==> src/rtl/aes_core_arbiter.sv <==
// aes_core_arbiter: round-robin sequencer sharing one AES_top core between two requesters
// Ports: AES_clk/AES_rst clock and sync active-high reset; req0_*/req1_* job valid/ready
// with plaintext and key; rsp_* result handshake with id, ciphertext and timeout flag;
// core_* drive and observe AES_top; busy is high whenever the sequencer is not idle.
module aes_core_arbiter #(
  parameter int TIMEOUT_CYC = 64,
  parameter int GAP_CYC = 2,
  parameter int CNT_W = 8
) (
  input  logic         AES_clk,
  input  logic         AES_rst,
  input  logic         req0_valid,
  output logic         req0_ready,
  input  logic [127:0] req0_data,
  input  logic [127:0] req0_key,
  input  logic         req1_valid,
  output logic         req1_ready,
  input  logic [127:0] req1_data,
  input  logic [127:0] req1_key,
  output logic         rsp_valid,
  input  logic         rsp_ready,
  output logic         rsp_id,
  output logic [127:0] rsp_data,
  output logic         rsp_timeout,
  output logic         core_en,
  output logic [127:0] core_data_in,
  output logic [127:0] core_key_in,
  input  logic [127:0] core_data_out,
  input  logic         core_data_out_valid,
  output logic         busy
);
  typedef enum logic [1:0] {IDLE, RUN, RESP, GAP} state_t;
  state_t state, state_nxt;
  logic [CNT_W-1:0] cnt;
  logic last_grant, grant, accept, timeout_hit;
  always_comb begin
    grant = (req0_valid & req1_valid) ? ~last_grant : req1_valid;
    req0_ready = (state == IDLE) & req0_valid & ~grant;
    req1_ready = (state == IDLE) & req1_valid & grant;
    accept = req0_ready | req1_ready;
    timeout_hit = cnt == CNT_W'(TIMEOUT_CYC - 1);
    core_en = state == RUN;
    rsp_valid = state == RESP;
    busy = state != IDLE;
    state_nxt = state;
    case (state)
      IDLE:    state_nxt = accept ? RUN : IDLE;
      RUN:     state_nxt = (core_data_out_valid | timeout_hit) ? RESP : RUN;
      RESP:    state_nxt = rsp_ready ? GAP : RESP;
      default: state_nxt = (cnt == CNT_W'(GAP_CYC - 1)) ? IDLE : GAP;
    endcase
  end
  always_ff @(posedge AES_clk) begin
    if (AES_rst) begin
      state <= IDLE;
      cnt <= '0;
      last_grant <= 1'b1;
      core_data_in <= '0;
      core_key_in <= '0;
      rsp_id <= 1'b0;
      rsp_data <= '0;
      rsp_timeout <= 1'b0;
    end else begin
      state <= state_nxt;
      cnt <= (state == RUN || state == GAP) ? cnt + 1'b1 : '0;
      if (accept) begin
        core_data_in <= grant ? req1_data : req0_data;
        core_key_in <= grant ? req1_key : req0_key;
        rsp_id <= grant;
        last_grant <= grant;
      end
      // a core result landing on the timeout cycle still counts as a result
      if (state == RUN && state_nxt == RESP) begin
        rsp_data <= core_data_out_valid ? core_data_out : '0;
        rsp_timeout <= ~core_data_out_valid;
      end
    end
  end
endmodule

==> config.mk <==
export PLATFORM = sky130hd
export DESIGN_NAME = aes_core_arbiter
export DESIGN_NICKNAME = d
export VERILOG_FILES = /design/src/rtl/aes_core_arbiter.sv
export SDC_FILE = /design/constraint.sdc
export NUM_CORES = 1
export LEC_CHECK = 0
export CORE_AREA = 2 2 409 411
export CTS_BUF_LIST = sky130_fd_sc_hd__clkbuf_8
export CTS_CLUSTER_DIAMETER = 30
export CTS_CLUSTER_SIZE = 16
export DETAILED_ROUTE_END_ITERATION = 8
export DIE_AREA = 0 0 411 413
export DONT_BUFFER_PORTS = 1
export GPL_ROUTABILITY_DRIVEN = 0
export PLACE_DENSITY = 0.3
export SYNTH_ARGS = -nofsm -noshare
export SYNTH_HDL_FRONTEND = slang
export SYNTH_SLANG_ARGS = --single-unit
==> constraint.sdc <==
create_clock -name AES_clk -period 1.6 [get_ports AES_clk]
set_input_delay 0.08 -clock AES_clk [delete_from_list [all_inputs] [get_ports AES_clk]]
set_output_delay 0.08 -clock AES_clk [all_outputs]
set_load 0.005 [all_outputs]
After elaboration in Yosys (flattened, before gate mapping) --
Index checks and enable logic that the tools add are counted.
Cells by class: add/subtract/negate cells 1, equality and inequality tests 6, multiplexer cells 9, bitwise operators 11, reduce and logical (&&, ||, !) cells 5
Operator list (count):
- $mux W128 | 3
- $add A8 B1 Y8 const B | 1
- $eq A8 B1 Y1 const B | 1
- $eq A8 B6 Y1 const B | 1
- $eq A2 B2 Y1 const B | 3
- $pmux W2 S3 | 1
- $and A1 B1 Y1 | 5
- $mux W2 | 2
- $not A1 Y1 | 4
- $mux W1 | 3
- $eq A2 B1 Y1 const B | 1
- $logic_not A2 Y1 | 1
- $or A1 B1 Y1 | 2
- $reduce_bool A2 Y1 | 1
- $reduce_or A2 Y1 | 1
- $logic_and A1 B1 Y1 | 1
- $logic_or A1 B1 Y1 | 1
Word-level totals: bits in registers 397, input bits 646

Logic depth before layout (Yosys ltp) --
Gate-level depths: netlist of run 1.
word-level depth 9, mapped depth 7, depth with buffers taken out 5

Worst setup path before layout of run 1 --
No wires, ideal clock.
kind register -> register, start point register cnt[0], end point register rsp_data[82], arrival time 1545 ps, path slack -88 ps, stages on the path, launching flop included 7, period minus slack after synthesis 1688 ps, path through dfxtp_1 ha_1 nand3_1 o41ai_2 buf_4 buf_4 a311oi_1
Between the ends: cells in the longest elaborated chain, start to end 6, elaborated cells between the ends (all ways) 8, classes of those cells 3 x eq/ne; 3 x mux; 1 x bitwise; 1 x reduce/logical
RTL lines:
- start, declared | line 34 | logic [CNT_W-1:0] cnt;
- start signal, assigned | line 65 | cnt <= (state == RUN || state == GAP) ? cnt + 1'b1 : '0;
- $eq A8 B6 Y1 | line 41 | timeout_hit = cnt == CNT_W'(TIMEOUT_CYC - 1);
- $or A1 B1 Y1 | line 48 | RUN: state_nxt = (core_data_out_valid | timeout_hit) ? RESP : RUN;
- $mux W2 | line 48
- $pmux W2 S3 * | line 46 | case (state)
- $eq A2 B2 Y1 * | line 73 | if (state == RUN && state_nxt == RESP) begin
- $logic_and A1 B1 Y1 * | line 73
- end signal, assigned | line 74 | rsp_data <= core_data_out_valid ? core_data_out : '0;
- end, declared | line 23 | output logic [127:0] rsp_data,
Mark *: on every way between the ends. The rest lies on a longest branch, timed or not. A chain may end at the register's enable or synchronous reset.

Final worst setup path of run 1 --
start point register state[0], end point output req0_ready
Between the ends: cells in the longest elaborated chain, start to end 3
RTL lines:
- start, declared | line 33 | state_t state, state_nxt;
- start signal, assigned | line 64 | state <= state_nxt;
- $logic_not A2 Y1 | line 38 | req0_ready = (state == IDLE) & req0_valid & ~grant;
- $and A1 B1 Y1 (2 in series) | line 38
- end, declared | line 13 | output logic req0_ready,
No other way between the ends.

==> summary.md, run 1 <==
| Metric | Value |
|---|---|
| H-Tree Depth | `4` |
| Detailed Route Iter0 Violations | `985` |
| Pin count of the biggest net entering global routing | `390` |
| CP arrival | `1.92 ns` |
| Number of routed nets with antenna violations | `0` |
| Number of max-cap violations | `0` |
| RSZ-0062 raised after global routing | `true` |
| Failing checks | `negative hold slack, negative setup slack` |
| Slowest cell on crit path | `or3b_4` |
| Post-synth EDFFs | `0` |
| Critical path type | `reg -> out` |
| Routed vias/inst | `3.92` |
| Most common cell after layout, fill and taps aside | `dlygate4sd3_1` |
| VDD IR max | `0.817 mV` |
| TritonCTS clock tree | `yes` |
| Layout area overhead | `99.4%` |
| Via count | `19200` |
| CP bufs+invs | `1` |
| Hold Slack | `-0.659 ns` |
| Ys flop type | `dfxtp_1` |
| CTS Buf Count | `141` |
| Vias in the first global route | `17700` |
| #FFs+latches synth | `397` |
| Hold Path Class | `in -> reg` |
| Fill cell count | `18100` |
| Async SR Flop Fraction | `0%` |
| WP data required | `1.52 ns` |
| Cell Rows | `150` |
| Final Skew | `0.0426 ns` |
| Initial core utilization | `10.4%` |
| I/O Pins | `1037` |
| Syn avg cell area | `9.49 sq um` |
| CTS root buf | `clkbuf_8` |
| Chip Height | `413 um` |
| Initial antenna violation count | `72` |
| Synth Instances | `1822` |
| Yosys warnings | `0` |
| CP Capture Type | `output pin` |
| Commonest non-fill, non-tap cells in the layout | `dlygate4sd3_1, dfxtp_1, a21oi_1, a211oi_1, mux2i_1` |
| Register area share after synthesis | `46.0%` |
| Post-Route WL | `122000 um` |
| Die width | `411 um` |
| Max-slew headroom | `22.6%` |
| Clock transition at the registers of the reported paths | `0.05 ns` |
| Detail Placement HPWL | `81700 um` |
| CORE AREA | `0.166 sq mm` |
| Avg WL per Cell | `24.9 um` |
| Fin. Hold Viols | `388` |
| GRT Overall Usage | `12.9%` |
| Final Slew Violations | `0` |
| Final nets | `3222` |
| CTS Sinks | `397` |
| CTS Buffer Depth | `3` |
| # setup viols final | `313` |
| Yosys cell types | `39` |
| Tmin final | `2.00 ns` |
| Die ar. | `0.170 sq mm` |
| Syn Std Cell Area | `0.0173 sq mm` |
| Port Buf Inserts | `0` |
| Pwr Density | `1120 mW/mm^2` |
| CP startpoint kind | `flip-flop` |
| Peak Freq | `499 MHz` |
| Actual slew at the worst max-slew pin | `1.16 ns` |
| Overflow left after global routing | `0` |
| Crit Path Max Fanout | `3` |
| Worst skew pair latency | `0.88 ns` |
| Fin area | `0.0345 sq mm` |
| CP delay by family, top | `simple AND/OR/NAND/NOR gates` |
| First-pass GRT wire length | `152000 um` |
| Tcrit/Tclk final | `125%` |
| Drc violations | `0` |
| Pre-antenna DRT Iters | `5` |
| Fin worst setup slack | `-0.403 ns` |
| Share of layout cells above drive strength 1 | `31.9%` |
| Status | `finished, violations left` |
| Crit-path max cell delay | `0.45 ns` |
| Mapped Nets | `2470` |
| Area of placed instances | `0.0207 sq mm` |
| Leakage | `12.2 nW` |
| CP Cell Sequence | `or3b_4, nor2_4, buf_12` |
## logic make-up (layout without fill, tap and decap cells)
logic type      count (synthesis)  after routing  synth area share, %
compound gates                783            783                 29.4
flops                         397            397                 46.0
mux                           256            256                 14.8
buf+inv                       221           1077                 5.73
simple gates                  160            160                 3.80
xor+xnor                        3              3                0.152
fa+ha+maj                       2              2                0.145
other cells                     0             26                    0
## repair_timing
action | 4_1_cts | 5_1_grt
hold endpoints to repair | 397 | 388
pin swaps | 94 | 196
resized for setup | 197 | 424
gates cloned | 53 | 36
hold buffers | 331 | 193
endpoints found under the setup margin | 251 | 377
buffers inserted | 72 | 50
## Yosys cell counts (all sizes together) (3+ instances only)
cell | instances | area share (%)
clkbuf | 114 | 2.5
mux2i | 256 | 15
inv | 5 | 0.11
nand3 | 3 | 0.087
a311oi | 128 | 6.5
dfxtp | 397 | 46
a211oi | 256 | 11
buf | 102 | 3.1
a21oi | 388 | 11
nand2 | 134 | 2.9
nor2 | 8 | 0.19
## area by class of cell
class / count / area, sq um / share of cell area (%)
diodes: 26 / 65.1 / 0.189
clock buffers: 179 / 2460 / 7.15
clock inverters: 68 / 552 / 1.60
inverters: 5 / 21.3 / 0.0617
multi-input cells: 1204 / 10200 / 29.7
flip-flops and latches: 397 / 7980 / 23.2
well taps: 2204 / 2760 / 8.00
repair buffers: 825 / 10400 / 30.2
## per-layer routing
layer / track usage, % / part of all wire, %
met5: 0 / 0.11
met4: 3.89 / 2.5
met2: 21.4 / 49
met3: 5.74 / 9.0
met1: 14.9 / 39
## metrics by stage
step                      setup TNS [ns]  cells  setup WS (ns)  power (mW)  util (%)
final                             -36.95   4908         -0.403        38.7      20.8
after global routing              -59.48   4894         -0.553        40.5      20.7
after CTS                         -37.98   4641         -0.599        37.8      18.1
after detailed placement           -2.43   3940        -0.0709        17.2      12.5
after global placement             -1.39   3940        -0.0743        17.2      12.5
after floorplan                        0   1822         0.0131        15.0         -
## report_power, final
| part | leakage [nW] | total (mW) | switching, mW | internal [mW] |
|---|---|---|---|---|
| sequential | 3.28 | 12.2 | 1.20 | 11.0 |
| combinational | 7.23 | 8.88 | 4.18 | 4.69 |
| clock | 1.68 | 17.6 | 6.74 | 10.9 |
## state kept, by name, summed over array words and instances (netlist names)
signal and cells:
core_data_in 128, core_key_in 128, rsp_data 128, cnt 8
state 2, last_grant 1, rsp_id 1, rsp_timeout 1
## final timing paths
check | start | endpoint | slack, ns | cells past startpoint
setup / recovery | state[0]$_SDFF_PP0_ | req0_ready | -0.40 | 3
setup reg to reg | cnt[1]$_SDFF_PP0_ | rsp_data[70]$_SDFFE_PP0P_ | -0.27 | 9
hold reg to reg | rsp_data[9]$_SDFFE_PP0P_ | rsp_data[9]$_SDFFE_PP0P_ | 0.52 | 2
hold / removal | AES_rst | rsp_data[4]$_SDFFE_PP0P_ | -0.66 | 1
(Power assumes the default switching activity.)
==> run 2: changes to the inputs <==
--- a/config.mk
+++ b/config.mk
@@ -13,6 +13,7 @@
 export DIE_AREA = 0 0 411 413
 export DONT_BUFFER_PORTS = 1
 export GPL_ROUTABILITY_DRIVEN = 0
+export GPL_TIMING_DRIVEN = 0
 export PLACE_DENSITY = 0.3
 export SYNTH_ARGS = -nofsm -noshare
 export SYNTH_HDL_FRONTEND = slang
==> summary.md, run 2 <==
| Metric | Value |
|---|---|
| Cell Rows | `150 (unchanged)` |
| Initial core utilization | `10.4% (unchanged)` |
| #FFs+latches synth | `397 (unchanged)` |
| Number of buffers added for setup after CTS | `28 (-61%)` |
| Failed at | `4_1_cts` |
| Synth top cells by count | `dfxtp_1, a21oi_1, a211oi_1, mux2i_1, nand2_1` |
| Synth Instances | `1822 (unchanged)` |
| Post-synth EDFFs | `0 (unchanged)` |
| Chip Height | `413 um (unchanged)` |
| CTS Buf Count | `141 (unchanged)` |
| Syn Std Cell Area | `0.0173 sq mm (unchanged)` |
| CTS root buf | `clkbuf_8` |
| Post-synth top area share | `46.0% (unchanged)` |
| Top cells by area, synth | `dfxtp_1, mux2i_1, a21oi_1` |
| H-Tree Depth | `4 (unchanged)` |
| Post-synth top area cell | `dfxtp_1` |
| CTS Buffer Depth | `3 (unchanged)` |
| Yosys cell types | `39 (unchanged)` |
| Cts hold-fix bufs | `864 (+160%)` |
| Register area share after synthesis | `46.0% (unchanged)` |
| Mapped Nets | `2470 (unchanged)` |
| Post-cts sizing count | `251 (+27%)` |
| Syn avg cell area | `9.49 sq um (unchanged)` |
| Detail Placement HPWL | `106000 um (+29%)` |
| Ys flop type | `dfxtp_1` |
| Stop err | `[ERROR RSZ-0060] Max buffer count reached.` |
| Port Buf Inserts | `0 (unchanged)` |
| Die width | `411 um (unchanged)` |
| Async SR Flop Fraction | `0% (unchanged)` |
| Most common cell in the netlist | `dfxtp_1` |
| CTS Sinks | `397 (unchanged)` |
| I/O Pins | `1037 (unchanged)` |
| Yosys warnings | `0 (unchanged)` |
| Status | `aborted with a tool error` |
==> run 2: through the flow <==
| stage | cell area (sq um) | hold slack, ns | std cells | TNS, ns | worst slack [ns] |
|---|---|---|---|---|---|
| 2_1_floorplan | 17300 | 0.240 | 1822 | 0 | 0.0131 |
| 3_3_place_gp | 20000 | 0.246 | 4026 | -719.06 | -2.45 |
| 3_5_place_dp | 20000 | 0.250 | 4026 | -726.19 | -2.53 |
==> run 2: cells by family after synthesis <==
group	count (synthesis)	share of synthesized area [%]
xor gates and xnor gates	3	0.152
AOI/OAI and AO/OA	783	29.4
and+or+nand+nor	160	3.80
DFF	397	46.0
muxes	256	14.8
adders and majority gates	2	0.145
buffers and inverters	221	5.73
==> run 3: changes to the inputs <==
==> config.mk (replaced) <==
export PLATFORM = sky130hd
export DESIGN_NAME = aes_core_arbiter
export DESIGN_NICKNAME = d
export VERILOG_FILES = /design/src/rtl/aes_core_arbiter.sv
export SDC_FILE = /design/constraint.sdc
export NUM_CORES = 1
export LEC_CHECK = 0
export CORE_AREA = 2 2 402 404
export DETAILED_ROUTE_END_ITERATION = 8
export DIE_AREA = 0 0 404 406
export DONT_BUFFER_PORTS = 1
export GPL_ROUTABILITY_DRIVEN = 0
export GPL_TIMING_DRIVEN = 0
export PLACE_DENSITY_LB_ADDON = 0.15
export SYNTH_ARGS = -nofsm -noshare
export SYNTH_HDL_FRONTEND = slang
export SYNTH_SLANG_ARGS = --single-unit
==> constraint.sdc (replaced) <==
create_clock -name AES_clk -period 2.08 [get_ports AES_clk]
set_input_delay 0.104 -clock AES_clk [delete_from_list [all_inputs] [get_ports AES_clk]]
set_output_delay 0.104 -clock AES_clk [all_outputs]
set_load 0.005 [all_outputs]
==> summary.md, run 3 (synthesized netlist as in run 1, its figures left out) <==
| Metric | Value |
|---|---|
| Crit-path max cell delay | `0.41 ns` |
| Pin count of the biggest net entering global routing | `20` |
| H-Tree Depth | `2 (-2)` |
| Vias in the first global route | `19200` |
| Routed vias/inst | `4.04` |
| CTS Buf Count | `54 (-62%)` |
| CP Capture Type | `flip-flop` |
| Final core occ | `17.9%` |
| CP startpoint kind | `flip-flop` |
| Fin. Hold Viols | `0` |
| Actual slew at the worst max-slew pin | `1.04 ns` |
| Commonest non-fill, non-tap cells in the layout | `dlygate4sd3_1, dfxtp_1, a21oi_1, a211oi_1, mux2i_1` |
| # setup viols final | `0` |
| Clock transition at the registers of the reported paths | `0.06 ns` |
| RSZ-0062 raised after global routing | `true` |
| Worst skew pair latency | `0.65 ns` |
| Status | `finished clean` |
| CP bufs+invs | `3` |
| Biggest registers after layout | `core_data_in x128, core_key_in x128, rsp_data x128` |
| Met2 usage | `27.6%` |
| Grt met3 use | `5.16%` |
| Post-Route WL | `135000 um` |
| CTS Sinks | `397 (unchanged)` |
| Peak Freq | `492 MHz` |
| Met1 Track Usage GR | `17.7%` |
| Final nets | `3181` |
| Pwr Total | `23.9 mW` |
| Most common cell after layout, fill and taps aside | `dlygate4sd3_1` |
| TritonCTS clock tree | `yes` |
| GRT Overall Usage | `15.5%` |
| Hold Slack | `0.206 ns` |
| Drc violations | `0` |
| CP arrival | `2.51 ns` |
| Die ar. | `0.164 sq mm` |
| Initial antenna violation count | `72` |
| Fin area | `0.0286 sq mm` |
| Area of placed instances | `0.0199 sq mm (-0.76%)` |
| I/O Pins | `1037 (unchanged)` |
| Critical path type | `reg -> reg` |
| Tcrit/Tclk final | `97.7%` |
| Leakage | `9.73 nW` |
| First-pass GRT wire length | `176000 um` |
| Max-slew headroom | `30.6%` |
| Overflow left after global routing | `0` |
| CTS root buf | `clkbuf_16` |
| Hold Path Class | `in -> reg` |
| Pwr Density | `836 mW/mm^2` |
| Avg WL per Cell | `28.8 um` |
| Detailed Route Iter0 Violations | `1259` |
| Die width | `404 um (-1.7%)` |
| Final Skew | `0.0383 ns` |
| Port Buf Inserts | `0 (unchanged)` |
| CP Cell Sequence | `a21boi_0, clkbuf_8, buf_6, buf_4, mux2i_2, a211oi_1` |
| Pre-antenna DRT Iters | `7` |
| Number of routed nets with antenna violations | `0` |
| Detail Placement HPWL | `107000 um (+1.3%)` |
| Via count | `19000` |
| Initial core utilization | `10.8% (+0.41 points)` |
| Cell Rows | `147 (-2.0%)` |
| CP delay by family, top | `buffers and inverters` |
| Number of max-cap violations | `0` |
| VDD IR max | `0.503 mV` |
| Chip Height | `406 um (-1.7%)` |
| CORE AREA | `0.160 sq mm` |
| Share of layout cells above drive strength 1 | `9.76%` |
| Final Slew Violations | `0` |
| Layout area overhead | `65.7%` |
| Tmin final | `2.03 ns` |
| GR peak layer | `met2` |
| TNS Setup | `0 ns` |
| CTS Buffer Depth | `3 (unchanged)` |
| WP data required | `2.55 ns` |
| Slowest cell on crit path | `mux2i_2` |
| Fill cell count | `17800` |
| Crit Path Max Fanout | `10` |
==> run 3: worst register-to-register path, cell delays in order, from the launching register on <==
cell and delay [ns]:
dfxtp_1 0.32, a21boi_0 0.20, clkbuf_8 0.26, buf_6 0.27, buf_4 0.30, mux2i_2 0.42
a211oi_1 0.13
==> run 3: per-layer routing <==
layer  up-vias  share of wire, %
met5         -             0.076
met3       215               8.4
met1      9313                39
met2       951                50
met4        16               2.9
li1       8463                 -
==> run 3: path summary, 6_finish.rpt <==
kind                                         startpoint                           end  slack, ns  depth (start not counted)
worst max-delay path            last_grant$_SDFFE_PP1P_  core_key_in[53]$_SDFFE_PP0P_       0.05                          6
worst min-delay path                  core_data_out[71]     rsp_data[71]$_SDFFE_PP0P_       0.21                          3
worst max register to register  last_grant$_SDFFE_PP1P_  core_key_in[53]$_SDFFE_PP0P_       0.05                          6
worst min register to register        cnt[0]$_SDFF_PP0_             cnt[0]$_SDFF_PP0_       0.46                          1
==> run 3: cell type report <==
class,count,area (sq um),area share [%]
Inverter,5,18.8,0.0655
Timing Repair Buffer,656,6580,23.0
Antenna cell,40,100,0.349
Multi-Input combinational cell,1204,8500,29.7
Sequential cell,397,7950,27.8
Buffer,215,1240,4.34
Clock buffer,74,1540,5.37
Tap cell,2086,2610,9.11
Clock inverter,11,105,0.367
==> run 3: timing repair <==
| item | CTS | global route |
|---|---|---|
| endpoints found under the hold margin | 388 | 0 |
| resized for setup | 117 | 39 |
| hold buffers | 645 | 0 |
| pin swaps | 2 | 2 |
| endpoints found under the setup margin | 393 | 245 |
| setup buffers | 4 | 7 |
==> run 3: power by group <==
group / switching [mW] / leakage (nW) / total [mW] / internal, mW
clock network: 3.94 / 0.810 / 9.15 / 5.21
registers: 1.10 / 3.27 / 9.53 / 8.43
logic: 3.03 / 5.65 / 5.26 / 2.23
total: 8.07 / 9.73 / 23.9 / 15.9
==> run 3: through the flow <==
stage	std cells	setup slack, ns
floorplan	1822	0.392
global placement	3908	-1.65
detailed placement	3908	-1.59
CTS	4641	-0.155
global route	4670	-0.0484
finish	4688	0.0483
==> run 4: changes to the inputs <==
==> config.mk (replaced) <==
export PLATFORM = sky130hd
export DESIGN_NAME = aes_core_arbiter
export DESIGN_NICKNAME = d
export VERILOG_FILES = /design/src/rtl/aes_core_arbiter.sv
export SDC_FILE = /design/constraint.sdc
export NUM_CORES = 1
export LEC_CHECK = 0
export BUFFER_PORTS_ARGS = -buffer_cell sky130_fd_sc_hd__buf_2
export CORE_AREA = 2 2 406 408
export DETAILED_ROUTE_END_ITERATION = 8
export DIE_AREA = 0 0 408 410
export GPL_ROUTABILITY_DRIVEN = 0
export GPL_TIMING_DRIVEN = 0
export PLACE_DENSITY_LB_ADDON = 0.15
export SYNTH_ARGS = -nofsm -noshare
export SYNTH_HDL_FRONTEND = slang
export SYNTH_SLANG_ARGS = --single-unit
export TNS_END_PERCENT = 30
==> summary.md, run 4 (synthesized netlist as in run 1, its figures left out) <==
| Metric | Value |
|---|---|
| Via count | `22300 (+17%)` |
| Biggest registers after layout | `core_data_in x128, core_key_in x128, rsp_data x128` |
| Detailed Route Iter0 Violations | `1098 (-13%)` |
| Die width | `408 um (+0.99%)` |
| Cell Rows | `149 (+1.4%)` |
| CTS root buf | `clkbuf_16` |
| Layout area overhead | `97.9%` |
| Fill cell count | `18300 (+2.8%)` |
| Worst skew pair latency | `0.66 ns (about the same)` |
| Post-Route WL | `137000 um (+1.7%)` |
| Chip Height | `410 um (+0.99%)` |
| Detail Placement HPWL | `110000 um (+2.5%)` |
| Final Slew Violations | `0 (unchanged)` |
| Clock transition at the registers of the reported paths | `0.06 ns (about the same)` |
| Number of max-cap violations | `0 (unchanged)` |
| Hold Path Class | `in -> reg` |
| CTS Buf Count | `56 (+3.7%)` |
| CORE AREA | `0.163 sq mm (+2.4%)` |
| Commonest non-fill, non-tap cells in the layout | `buf_2, dlygate4sd3_1, dfxtp_1, a21oi_1, a211oi_1` |
| Slowest cell on crit path | `mux2i_1` |
| Placed cells | `5047 (+29%)` |
| Crit Path Max Fanout | `6 (-4)` |
| Proportion of power drawn by flip-flops and latches | `33.2% (-6.6 points)` |
| RSZ-0062 raised after global routing | `true` |
| Setup WS pre-CTS | `-1.60 ns (-0.00766 ns)` |
| CTS Sinks | `397 (unchanged)` |
| Max-slew headroom | `22.2% (-8.4 points)` |
| Overflow left after global routing | `0 (unchanged)` |
| Drc violations | `0 (unchanged)` |
| Fin worst setup slack | `0.0175 ns (-0.0307 ns)` |
| CTS Buffer Depth | `3 (unchanged)` |
| Most common cell after layout, fill and taps aside | `buf_2` |
| GRT Overall Usage | `15.6% (+0.097 points)` |
| # setup viols final | `0 (unchanged)` |
| Comb power frac | `26.0% (+4.0 points)` |
| CP arrival | `2.55 ns (+0.04 ns)` |
| Reg-to-Reg Start | `last_grant$_SDFFE_PP1P_` |
| Vias in the first global route | `23000 (+20%)` |
| Critical path type | `reg -> reg` |
| Status | `finished clean` |
| Pre-antenna DRT Iters | `7 (unchanged)` |
| Hold depth | `3 (unchanged)` |
| Avg WL per Cell | `23.5 um (-18%)` |
| Port Buf Inserts | `1035 (+1035)` |
| Die ar. | `0.167 sq mm (+2.0%)` |
| Hold path endpoint | `core_key_in[29]$_SDFFE_PP0P_` |
| Hold Slack | `0.0856 ns (-0.120 ns)` |
| Tmin final | `2.06 ns (+0.0307 ns)` |
| Tcrit/Tclk final | `99.2% (+1.5 points)` |
| RR Endpoint | `core_data_in[120]$_SDFFE_PP0P_` |
| CP startpoint kind | `flip-flop` |
| Crit-path max cell delay | `0.45 ns (+0.04 ns)` |
| Internal power | `18.2 mW (+15%)` |
| Peak Freq | `485 MHz (-1.5%)` |
| Post-Layout Cell Count | `5829 (+24%)` |
| CP Cell Sequence | `a21boi_2, clkbuf_16, buf_16, buf_16, buf_12, buf_4, mux2i_1, a211oi_1` |
| Number of routed nets with antenna violations | `0 (unchanged)` |
| Net Sw Power | `8.62 mW (+6.8%)` |
| Leakage | `14.4 nW (+48%)` |
| Initial antenna violation count | `56 (-22%)` |
| Routed vias/inst | `3.82 (-5.5%)` |
| Pwr Density | `785 mW/mm^2 (-6.1%)` |
| Share of layout cells above drive strength 1 | `35.7% (+26 points)` |
| Fin area | `0.0342 sq mm (+19%)` |
| VDD IR max | `0.571 mV (+13%)` |
| Min-delay src | `req0_key[29]` |
| H-Tree Depth | `2 (unchanged)` |
| Fin. Hold Viols | `0 (unchanged)` |
| First-pass GRT wire length | `186000 um (+5.2%)` |
| TritonCTS clock tree | `yes` |
| Register area | `0.00795 sq mm (unchanged)` |
| WP data required | `2.57 ns (+0.02 ns)` |
| Clock network fraction of total power | `40.8% (+2.6 points)` |
| Switching share of power | `32.1% (-1.6 points)` |
| Worst R2R Path Depth | `8 (+2)` |
| Actual slew at the worst max-slew pin | `1.17 ns (+0.127 ns)` |
| Area of the multi-input gates | `0.00844 sq mm (-0.75%)` |
| Reg2Reg Setup Slack | `0.02 ns (-0.03 ns)` |
| Area of placed instances | `0.0252 sq mm (+27%)` |
| Crit path top cell by count | `buf_16` |
| Pin count of the biggest net entering global routing | `16 (-20%)` |
| CP Capture Type | `flip-flop` |
| Final Skew | `0.0406 ns (+0.00231 ns)` |
| I/O Pins | `1037 (unchanged)` |
| Final nets | `4214 (+32%)` |
| Initial core utilization | `10.6% (-0.25 points)` |
[run 4: cell count changes in the layout (fill, tap and decap cells not counted), moves of 5 or more]
cell,previous run,this run
clkbuf_1,89,94
mux2i_1,238,244
buf_4,42,37
bufinv_16,1,10
buf_2,48,1089
diode_2,40,30
clkbuf_2,24,19
buf_6,9,2
[run 4: layout make-up]
type	instances	share of cell area (%)
Clock inverter	27	1.29
Clock buffer	75	4.72
Sequential cell	397	23.2
Antenna cell	30	0.219
Inverter	5	0.0549
Tap cell	2189	8.01
Buffer	215	3.49
Timing Repair Buffer	1687	34.3
Multi-Input combinational cell	1204	24.7
[run 4: routing by layer]
metal  wire (um)  vias to the layer above  share of wire (%)  track usage (%)
li1            -                    10500                  -                -
met1       55400                    10800                 40             18.3
met2       69200                      819                 50             27.8
met3        9030                      176                6.6             4.22
met4        3610                       18                2.6             4.34
met5         110                        -              0.080                0
[run 4: worst max path at each step]
stage          slack (ns)                     from  cells after the start                        endpoint
2_1_floorplan        0.39        cnt[0]$_SDFF_PP0_                      6       rsp_data[82]$_SDFFE_PP0P_
3_3_place_gp        -1.94      state[1]$_SDFF_PP0_                      6   core_key_in[120]$_SDFFE_PP0P_
3_5_place_dp        -1.60               req0_valid                      8   core_key_in[119]$_SDFFE_PP0P_
4_1_cts             -0.11  last_grant$_SDFFE_PP1P_                      6                      req1_ready
5_1_grt             -0.07        cnt[0]$_SDFF_PP0_                      6       rsp_data[67]$_SDFFE_PP0P_
6_report             0.02  last_grant$_SDFFE_PP1P_                      8  core_data_in[120]$_SDFFE_PP0P_
[run 4: timing repair]
item | 4_1_cts | 5_1_grt
gates resized for setup | 90 | 34
buffers inserted | 7 | 1
hold buffers | 643 | 0
endpoints found under the setup margin | 392 | 337
endpoints found under the hold margin | 387 | 0
pin swaps | 3 | 2
[run 4: worst max-delay path: cells and delay by family (launching register included)]
family | cells | cell delay, ns
buf+inv | 5 | 0.77
flops | 1 | 0.33
mux | 1 | 0.45
compound gates | 2 | 0.32
[run 4: metrics by stage]
stage | setup TNS [ns] | power [mW] | utilization, %
after floorplan | 0 | 11.5 | -
after global placement | -486.33 | 14.9 | 15.4
after detailed placement | -402.98 | 14.9 | 15.4
after CTS | -0.166 | 27.3 | 20.8
after global routing | -3.96 | 28.1 | 20.9
final | 0 | 26.8 | 20.9
[run 4: power groups by stage]
stage | logic, mW | clock network [mW] | registers (mW)
floorplan | 2.48 | 0 | 9.05
global placement | 5.82 | 0 | 9.07
detailed placement | 5.84 | 0 | 9.06
CTS | 7.09 | 11.3 | 8.91
global route | 7.54 | 11.6 | 9.00
finish | 6.98 | 10.9 | 8.91
